==> src/rtl/seq_pkg.sv <==
// Shared definitions for the serial 1101 pattern path.
// Used by the pattern transmitter and the sequence detector.
package seq_pkg;

  localparam int DEF_PAT_W = 4;
  localparam int DEF_CNT_W = 8;
  localparam int DEF_GAP_W = 4;

  localparam logic [DEF_PAT_W-1:0] DEF_PATTERN = 4'b1101;

  typedef logic [1:0] seq_state_t;

  localparam seq_state_t ST_IDLE  = 2'd0;
  localparam seq_state_t ST_SHIFT = 2'd1;
  localparam seq_state_t ST_GAP   = 2'd2;
  localparam seq_state_t ST_DONE  = 2'd3;

endpackage

==> src/rtl/seq_down_counter.sv <==
// Loadable down counter with a zero flag.
// Shared by the bit, repetition and gap counters.
module seq_down_counter #(
  parameter int W = 4
) (
  input  logic         clk,
  input  logic         rst_n,
  input  logic         load,
  input  logic [W-1:0] load_val,
  input  logic         dec,
  output logic         zero
);

  logic [W-1:0] cnt;

  // load has priority over decrement
  always_ff @(posedge clk or negedge rst_n) begin
    if (!rst_n)
      cnt <= '0;
    else if (load)
      cnt <= load_val;
    else if (dec)
      cnt <= cnt - W'(1);
  end

  assign zero = (cnt == '0);

endmodule

==> src/rtl/seq_pattern_tx.sv <==
// Serial pattern transmitter: bursts of PATTERN, MSB first,
// with a programmable idle gap between repetitions.
module seq_pattern_tx
  import seq_pkg::*;
#(
  parameter int             PAT_W   = DEF_PAT_W,
  parameter logic [PAT_W-1:0] PATTERN = DEF_PATTERN,
  parameter int             CNT_W   = DEF_CNT_W,
  parameter int             GAP_W   = DEF_GAP_W
) (
  input  logic             clk,
  input  logic             rst_n,
  input  logic             start,
  input  logic             abort,
  input  logic [CNT_W-1:0] rep_cnt,
  input  logic [GAP_W-1:0] gap,
  output logic             dout,
  output logic             dout_valid,
  output logic             busy,
  output logic             done
);

  localparam int BIT_W = $clog2(PAT_W) + 1;
  localparam logic [BIT_W-1:0] BIT_LAST = BIT_W'(PAT_W - 1);

  seq_state_t       state;
  seq_state_t       state_d;
  logic [PAT_W-1:0] sreg;
  logic [GAP_W-1:0] gap_q;

  logic in_idle;
  logic in_shift;
  logic in_gap;
  logic in_done;
  logic start_ok;
  logic last_bit;
  logic more;
  logic reload;
  logic bit_zero;
  logic rep_zero;
  logic gap_zero;
  logic bit_load;
  logic bit_dec;
  logic gap_load;
  logic gap_dec;

  assign in_idle  = (state == ST_IDLE);
  assign in_shift = (state == ST_SHIFT);
  assign in_gap   = (state == ST_GAP);
  assign in_done  = (state == ST_DONE);

  assign start_ok = in_idle & start & (|rep_cnt);
  assign last_bit = in_shift & ~abort & bit_zero;
  assign more     = last_bit & ~rep_zero;
  assign reload   = (more & ~(|gap_q))
                  | (in_gap & ~abort & gap_zero);

  assign bit_load = start_ok | reload;
  assign bit_dec  = in_shift & ~abort & ~bit_zero;
  assign gap_load = more & (|gap_q);
  assign gap_dec  = in_gap & ~abort & ~gap_zero;

  // bits left in the current pattern, minus one
  seq_down_counter #(.W(BIT_W)) u_bit_cnt (
    .clk      (clk),
    .rst_n    (rst_n),
    .load     (bit_load),
    .load_val (BIT_LAST),
    .dec      (bit_dec),
    .zero     (bit_zero)
  );

  // repetitions still to start after the current one
  seq_down_counter #(.W(CNT_W)) u_rep_cnt (
    .clk      (clk),
    .rst_n    (rst_n),
    .load     (start_ok),
    .load_val (rep_cnt - CNT_W'(1)),
    .dec      (more),
    .zero     (rep_zero)
  );

  // idle cycles left in the gap, minus one
  seq_down_counter #(.W(GAP_W)) u_gap_cnt (
    .clk      (clk),
    .rst_n    (rst_n),
    .load     (gap_load),
    .load_val (gap_q - GAP_W'(1)),
    .dec      (gap_dec),
    .zero     (gap_zero)
  );

  // next-state selection
  always_comb begin
    state_d = state;
    unique case (1'b1)
      in_idle: begin
        if (start)
          state_d = (|rep_cnt) ? ST_SHIFT : ST_DONE;
      end
      in_shift: begin
        if (abort)
          state_d = ST_DONE;
        else if (bit_zero) begin
          if (rep_zero)
            state_d = ST_DONE;
          else if (|gap_q)
            state_d = ST_GAP;
        end
      end
      in_gap: begin
        if (abort)
          state_d = ST_DONE;
        else if (gap_zero)
          state_d = ST_SHIFT;
      end
      in_done: state_d = ST_IDLE;
      default: state_d = ST_IDLE;
    endcase
  end

  // state, captured gap and shift register
  always_ff @(posedge clk or negedge rst_n) begin
    if (!rst_n) begin
      state <= ST_IDLE;
      gap_q <= '0;
      sreg  <= '0;
    end else begin
      state <= state_d;
      if (start_ok)
        gap_q <= gap;
      if (bit_load)
        sreg <= PATTERN;
      else if (in_shift & ~abort)
        sreg <= {sreg[PAT_W-2:0], 1'b0};
    end
  end

  // registered outputs reflect the state just processed
  always_ff @(posedge clk or negedge rst_n) begin
    if (!rst_n) begin
      dout       <= 1'b0;
      dout_valid <= 1'b0;
      busy       <= 1'b0;
      done       <= 1'b0;
    end else begin
      dout       <= in_shift & ~abort & sreg[PAT_W-1];
      dout_valid <= in_shift & ~abort;
      busy       <= ~in_idle;
      done       <= in_done;
    end
  end

endmodule

==> config.mk <==
export PLATFORM = sky130hd
export DESIGN_NAME = seq_pattern_tx
export DESIGN_NICKNAME = d
export VERILOG_FILES = /design/src/rtl/seq_pkg.sv /design/src/rtl/seq_down_counter.sv /design/src/rtl/seq_pattern_tx.sv
export SDC_FILE = /design/constraint.sdc
export NUM_CORES = 1
export LEC_CHECK = 0
export BUFFER_PORTS_ARGS = -buffer_cell sky130_fd_sc_hd__buf_2
export CAP_MARGIN = 5
export CORE_MARGIN = 2
export CORE_UTILIZATION = 45
export CTS_BUF_LIST = sky130_fd_sc_hd__clkbuf_8
export DETAILED_ROUTE_END_ITERATION = 8
export PLACE_DENSITY = 0.7
export SETUP_SLACK_MARGIN = 0.5
export SKIP_LAST_GASP = 1
export SYNTH_ARGS = -nofsm -noshare
export SYNTH_HDL_FRONTEND = slang
export SYNTH_SLANG_ARGS = --single-unit
==> constraint.sdc <==
create_clock -name clk -period 2.8 [get_ports clk]
set_input_delay 0.14 -clock clk [delete_from_list [all_inputs] [get_ports clk]]
set_output_delay 0.14 -clock clk [all_outputs]
set_load 0.03 [all_outputs]
==> results.py, run 1 <==
metrics = {
    "worst_setup_path": {
        "cp.required_ns": 2.97,
        "startpoint": "u_rep_cnt.cnt[4]",
        "rrSetupSlack_ns": 0.47,
        "worstSetupPathType": "reg -> reg",
        "end_kind": "flip-flop",
        "path_max_fanout": 6,
        "start_kind": "flip-flop",
        "cp.arrival_ns": 2.50,
        "r2r_end": "u_gap_cnt.cnt[2]",
        "r2r.worst_path.cells": 8,
        "r2r_start": "u_rep_cnt.cnt[4]",
        "endpoint": "u_gap_cnt.cnt[2]",
    },
    "clocking": {
        "htreeDepth": 2,
        "path_clk_slew_ns": 0.07,
        "clkSinkCount": 29,
        "cts_root_buf": "clkbuf_8",
        "clk_latency_ns": 0.29,
        "cts_tree": "built",
        "cts_made_buffers": 5,
        "cts_max_path_buffers": 2,
    },
    "power_and_ir_drop": {
        "power_leakage_nw": 0.951,
        "p_per_area_nw_per_um2": 981,
        "vdd_drop_max_v": 0.000477,
        "total_power_mw": 2.12,
    },
    "cells_and_area": {
        "fin_cells": 269,
        "areaGrowthSynthToFinish_pct": 24.7,
        "layout.cells.most_common_list": "nand2_1, dfrtp_1, buf_2, buf_4, inv_1",
        "design_area_um2": 2160,
        "fin_util": 0.585,
        "layout-drive-gt1-share": 0.317,
        "nNetsFinal": 240,
        "n_antenna_cell": 0,
        "final_common_cell": "nand2_1",
    },
    "synthesis": {
        "synth_mux_area_frac": 0.0231,
        "synthXorXnorAreaFrac": 0.0253,
        "syn_inst": 187,
        "synth_top_family_by_area": "compound AO/OA/AOI/OAI gates",
        "synth_cell_type_count": 45,
        "yosys.area_share.simple": 0.218,
        "syn-cell-area_um2": 1730,
        "synthesis.nets": 207,
        "postSynth.asyncResetShare": 1.00,
        "synth_seq_cells": 29,
        "synth_edf_count": 0,
        "syn_avg_cell_area_um2": 9.25,
        "synth_warnings": 0,
        "synthAdderAreaFrac": 0.0289,
        "seq_area_frac_synth": 0.419,
        "ys.flop_type": "dfrtp_1",
        "synth-compound-area-share": 0.231,
    },
    "timing": {
        "slew_violations": 0,
        "hold_ws_ns": 0.0466,
        "rsz0062_at_grt": "true",
        "setup_viol": 0,
        "fin_skew_ns": 0.00583,
        "hold_viol_final": 0,
        "fin_setup_tns_ns": 0,
        "fin_crit_ns": 2.33,
        "fin_crit_sh": 0.832,
        "worst_slew_pin_slew_ns": 0.689,
        "fmax_mhz": 429,
        "slew_headroom": 0.538,
        "setup_slack_ns": 0.470,
    },
    "floorplan": {
        "core_region_area_um2": 3690,
        "die-height_um": 66.0,
        "core.rowCount": 22,
        "dieArea_um2": 4360,
        "die_width_um": 66.0,
        "initial_core_util": 0.469,
        "ios": 20,
    },
    "placed_design": {
        "place_congestion": 0.842,
        "pre_cts_ws_ns": 0.110,
        "dp_hpwl_um": 2920,
        "io_buffers": 19,
        "post-place-cells": 250,
        "dpl_cell_area_um2": 1920,
    },
    "routing": {
        "vias": 1568,
        "routed_via_density": 5.83,
        "finalWirelength_um": 4150,
        "wire_per_inst_um": 15.4,
        "antenna_left": 0,
        "drc": 0,
        "drtIter0Drc": 69,
        "dr.pass1.iters": 4,
    },
    "outcome": {
        "run_status": "finished clean",
    },
    "hold_path": {
        "worstHoldPathType": "in -> reg",
        "whs_path_depth": 3,
    },
    "global_routing": {
        "grt_max_degree": 30,
        "grt_first_pass_wirelength_um": 7090,
        "overflow": 0,
        "track_usage": 0.218,
        "antenna_found_initial": 0,
        "grt_pass1_vias": 1565,
    },
    "flow_run": {
        "cap_viol_max_count": 0,
    },
}
-- kinds of logic (layout without fill, tap and decap cells) --
logic type	count (synthesis)	after routing
AO/OA/AOI/OAI	51	51
adder cells (fa/ha/maj)	4	4
XOR/XNOR	5	5
flip-flops	29	29
AND/OR/NAND/NOR	72	72
buffers and inverters	22	56
multiplexers	4	4
-- cell type report --
cell class | instances | area, µm²
Sequential cell | 29 | 728
Tap cell | 48 | 60.1
Clock buffer | 5 | 68.8
Fill cell | 336 | 1530
Timing Repair Buffer | 36 | 225
Inverter | 12 | 45.0
Clock inverter | 3 | 13.8
Multi-Input combinational cell | 136 | 1020
-- per-layer routing --
metal  vias up  track usage  share of wire
met2        46        0.374           0.51
met4         0       0.0765          0.015
met5         -            0              0
met1       749        0.268           0.43
li1        767            -              -
met3         6       0.0511          0.051
-- critical path, cell delays in order, from the launching register on --
cell and delay [ns]:
dfrtp_1 0.42, or4_4 0.50, o31a_1 0.34, and2_4 0.18, a21oi_2 0.11, ha_2 0.20
inv_2 0.04, and3_1 0.16, a211o_1 0.26
-- flip-flops by register name, indices dropped and copies added (netlist names), 2 cells and up --
name / flops
u_rep_cnt.cnt: 8
gap_q: 4
sreg: 4
u_gap_cnt.cnt: 4
u_bit_cnt.cnt: 3
state: 2
-- synth_stat cells, drive strengths merged, types with 3 or more instances --
cell    instances  share of area
dfrtp          29           0.42
nand2          28          0.061
inv            12          0.026
a21oi          11          0.032
nor2            9          0.020
o311ai          8          0.040
clkbuf          7          0.015
o21ai           6          0.017
or3             6          0.022
or4             6          0.026
o31a            5          0.026
o31ai           5          0.027
ha              4          0.029
mux2i           4          0.023
nand3           4          0.012
xnor2           4          0.020
a211oi          3          0.013
a32o            3          0.017
buf             3          0.014
nor3            3         0.0087
-- how the worst min path moves through the flow --
| stage | end | start | slack [ns] |
|---|---|---|---|
| CTS | gap_q[1] | gap[1] | 0.04 |
| global route | gap_q[3] | gap[3] | 0.06 |
| floorplan | busy | rst_n | -0.16 |
| finish | gap_q[3] | gap[3] | 0.05 |
| global placement | dout_valid | rst_n | 0.20 |
| detailed placement | dout | rst_n | 0.21 |
-- repair_timing --
| item | 4_1_cts | 5_1_grt |
|---|---|---|
| pin swaps | 7 | 6 |
| hold buffers | 1 | 0 |
| setup buffers | 9 | 1 |
| gates resized for setup | 8 | 7 |
| setup endpoints to repair | 7 | 4 |
| hold endpoints to repair | 29 | 0 |
-- power breakdown --
group / leakage [nW] / internal [mW] / switching (mW)
combinational: 0.557 / 0.455 / 0.511
sequential: 0.345 / 0.618 / 0.203
clock: 0.0491 / 0.168 / 0.163
total: 0.951 / 1.24 / 0.876
Power figures use the tool's default switching activity.
==> run 2, diff against run 1 <==
--- a/config.mk
+++ b/config.mk
@@ -5,13 +5,14 @@
 export SDC_FILE = /design/constraint.sdc
 export NUM_CORES = 1
 export LEC_CHECK = 0
+export ABC_AREA = 1
 export BUFFER_PORTS_ARGS = -buffer_cell sky130_fd_sc_hd__buf_2
 export CAP_MARGIN = 5
 export CORE_MARGIN = 2
 export CORE_UTILIZATION = 45
 export CTS_BUF_LIST = sky130_fd_sc_hd__clkbuf_8
 export DETAILED_ROUTE_END_ITERATION = 8
-export PLACE_DENSITY = 0.7
+export PLACE_DENSITY = 0.69
 export SETUP_SLACK_MARGIN = 0.5
 export SKIP_LAST_GASP = 1
 export SYNTH_ARGS = -nofsm -noshare
==> constraint.sdc (replaced) <==
create_clock -name clk -period 2.1 [get_ports clk]
set_input_delay 0.105 -clock clk [delete_from_list [all_inputs] [get_ports clk]]
set_output_delay 0.105 -clock clk [all_outputs]
set_load 0.03 [all_outputs]
==> run 2 against run 1 <==
  * Routed wire length decreased by 2.1%
  * Global-route usage decreased by 2.8 points
  * Final cell count increased by 20%
  * Critical endpoint unchanged
==> results.py, run 2 <==
metrics = {
    "routing": {
        "vias": 1587,
        "wire_per_inst_um": 12.6,
        "drc": 0,
        "finalWirelength_um": 4060,
        "antenna_left": 0,
        "dr.pass1.iters": 4,
        "routed_via_density": 4.93,
        "drtIter0Drc": 107,
    },
    "cells_and_area": {
        "final_common_cell": "nand2_1",
        "multi_input_area_um2": 1050,
        "nNetsFinal": 294,
        "fillers": 320,
        "largest-register": "u_rep_cnt.cnt",
        "layout.cells.most_common_list": "nand2_1, inv_1, dfrtp_1, buf_2, buf_4",
        "fin_util": 0.636,
        "fin_cells": 322,
        "layout-drive-gt1-share": 0.372,
        "largest_reg_flops": 8,
        "design_area_um2": 2380,
        "seq_area_um2": 727,
        "n_antenna_cell": 0,
        "areaGrowthSynthToFinish_pct": 33.8,
    },
    "timing": {
        "fin_crit_ns": 1.71,
        "hold_ws_ns": 0.0298,
        "slew_violations": 0,
        "fin_crit_sh": 0.815,
        "setup_viol": 0,
        "slew_headroom": 0.571,
        "fmax_mhz": 584,
        "fin_skew_ns": 0.00482,
        "rsz0062_at_grt": "true",
        "hold_viol_final": 0,
        "setup_slack_ns": 0.388,
        "fin_setup_tns_ns": 0,
        "worst_slew_pin_slew_ns": 0.643,
    },
    "power_and_ir_drop": {
        "vdd_drop_max_v": 0.000722,
        "p_per_area_nw_per_um2": 1440,
        "total_power_mw": 3.44,
        "power_leakage_nw": 1.22,
    },
    "synthesis": {
        "ys.flop_type": "dfrtp_1",
        "post-synth-top-area-cell": "dfrtp_1",
        "synth_top_family_by_area": "simple AND/OR/NAND/NOR gates",
        "synth_top_area_frac": 0.408,
        "synth-compound-area-share": 0.0977,
        "synthesis.nets": 245,
        "synth_seq_cells": 29,
        "syn_inst": 225,
        "syn_avg_cell_area_um2": 7.91,
        "yosys-top-cells-count": "nand2_1, inv_1, dfrtp_1",
        "syn-cell-area_um2": 1780,
        "synth_mux_area_frac": 0,
        "synthTopCellsByArea": "dfrtp_1, nand2_1, inv_1",
        "synth_edf_count": 0,
        "yosysMostFrequentCell": "nand2_1",
        "synth_cell_type_count": 28,
        "synthAdderAreaFrac": 0.0281,
        "yosys.area_share.simple": 0.366,
        "postSynth.asyncResetShare": 1.00,
        "synthXorXnorAreaFrac": 0.00492,
        "seq_area_frac_synth": 0.408,
        "synth_warnings": 0,
    },
    "global_routing": {
        "grt_max_degree": 30,
        "grt_first_pass_wirelength_um": 6310,
        "overflow": 0,
        "track_usage": 0.190,
        "grt_pass1_vias": 1456,
        "antenna_found_initial": 0,
    },
    "flow_run": {
        "cap_viol_max_count": 0,
    },
    "worst_setup_path": {
        "cp.required_ns": 2.28,
        "cp.arrival_ns": 1.89,
        "cpMostUsedCell": "ha_4",
        "worstSetupPathType": "reg -> reg",
        "path_cells": "inv_2 > ha_4 > ha_4 > inv_4 > nor2_4 > nand3_4 > nand2_2 > o21ai_4 > ha_4 > xnor2_1 > nand2_1 > nand2_1",
        "critPathTopFamily": "simple AND/OR/NAND/NOR gates",
        "start_kind": "flip-flop",
        "critPathBufInv": 2,
        "r2r_start": "u_bit_cnt.cnt[1]",
        "r2r.worst_path.cells": 12,
        "slowest_stage": "dfrtp_1",
        "path_max_fanout": 7,
        "cpPeakStageDelay_ns": 0.39,
        "rrSetupSlack_ns": 0.39,
        "end_kind": "flip-flop",
        "r2r_end": "u_gap_cnt.cnt[2]",
    },
    "placed_design": {
        "dp_hpwl_um": 2650,
        "place_congestion": 0.836,
        "post-place-cells": 291,
        "pre_cts_ws_ns": 0.330,
        "dpl_cell_area_um2": 1980,
        "io_buffers": 19,
    },
    "floorplan": {
        "die-height_um": 66.9,
        "core.rowCount": 22,
        "initial_core_util": 0.475,
        "core_region_area_um2": 3740,
        "dieArea_um2": 4470,
        "ios": 20,
        "die_width_um": 66.9,
    },
    "clocking": {
        "cts_made_buffers": 5,
        "clk_latency_ns": 0.28,
        "cts_tree": "built",
        "htreeDepth": 2,
        "cts_max_path_buffers": 2,
        "clkSinkCount": 29,
        "cts_root_buf": "clkbuf_8",
        "path_clk_slew_ns": 0.06,
    },
    "hold_path": {
        "whs_path_depth": 3,
        "min_from": "gap[1]",
        "min_to": "gap_q[1]",
        "worstHoldPathType": "in -> reg",
    },
    "outcome": {
        "run_status": "finished clean",
    },
}
run 2: cell types whose count changed in the layout (fill, tap and decap cells not counted), moves of 7 or more:
cell,before,now
inv_1,12,31
nand2_1,28,47
nand2_4,0,16
nand3_1,4,12
nand2_2,0,7
run 2: tightest hold or removal path: cells and delay by family:
| kind | cells | cell delay, ns |
|---|---|---|
| buf+inv | 1 | 0.07 |
| compound gates | 1 | 0.06 |
| simple gates | 1 | 0.04 |
run 2: cells by family after synthesis:
logic type | after synthesis
flops | 29
fa+ha+maj | 4
compound gates | 30
xor+xnor | 1
simple gates | 120
buf+inv | 41
run 2: worst max path at each step:
stage                                start  slack (ns)  cells after the start                to
after floorplan                   state[0]        0.46                     10  u_rep_cnt.cnt[2]
after global placement            state[1]        0.35                     10  u_gap_cnt.cnt[2]
after detailed placement          state[0]        0.33                      9  u_rep_cnt.cnt[2]
after CTS                 u_bit_cnt.cnt[0]        0.42                     12  u_gap_cnt.cnt[2]
after global routing      u_bit_cnt.cnt[1]        0.30                     12  u_gap_cnt.cnt[2]
final                     u_bit_cnt.cnt[1]        0.39                     12  u_gap_cnt.cnt[2]
run 2: layer usage:
layer	up-vias	track usage	wire (µm)
met4	0	0.0740	36
met2	30	0.313	1950
li1	808	-	-
met5	-	0	0
met3	5	0.0456	148
met1	744	0.239	1920
run 2: report_power, final:
part	switching, mW	internal [mW]
Sequential	0.150	0.815
Combinational	1.20	0.822
Clock	0.199	0.254
Total	1.55	1.89
run 2: final cells by class:
class,count,area share
Timing Repair Buffer,43,0.123
Clock inverter,1,0.00158
Clock buffer,6,0.0347
Sequential cell,29,0.305
Tap cell,48,0.0252
Inverter,40,0.0673
Multi-Input combinational cell,155,0.443
run 2: timing repair:
action | 4_1_cts | 5_1_grt
setup buffers | 10 | 13
resized for setup | 13 | 23
hold buffers | 1 | 0
endpoints found under the setup margin | 13 | 15
endpoints found under the hold margin | 29 | 0
pin swaps | 9 | 14
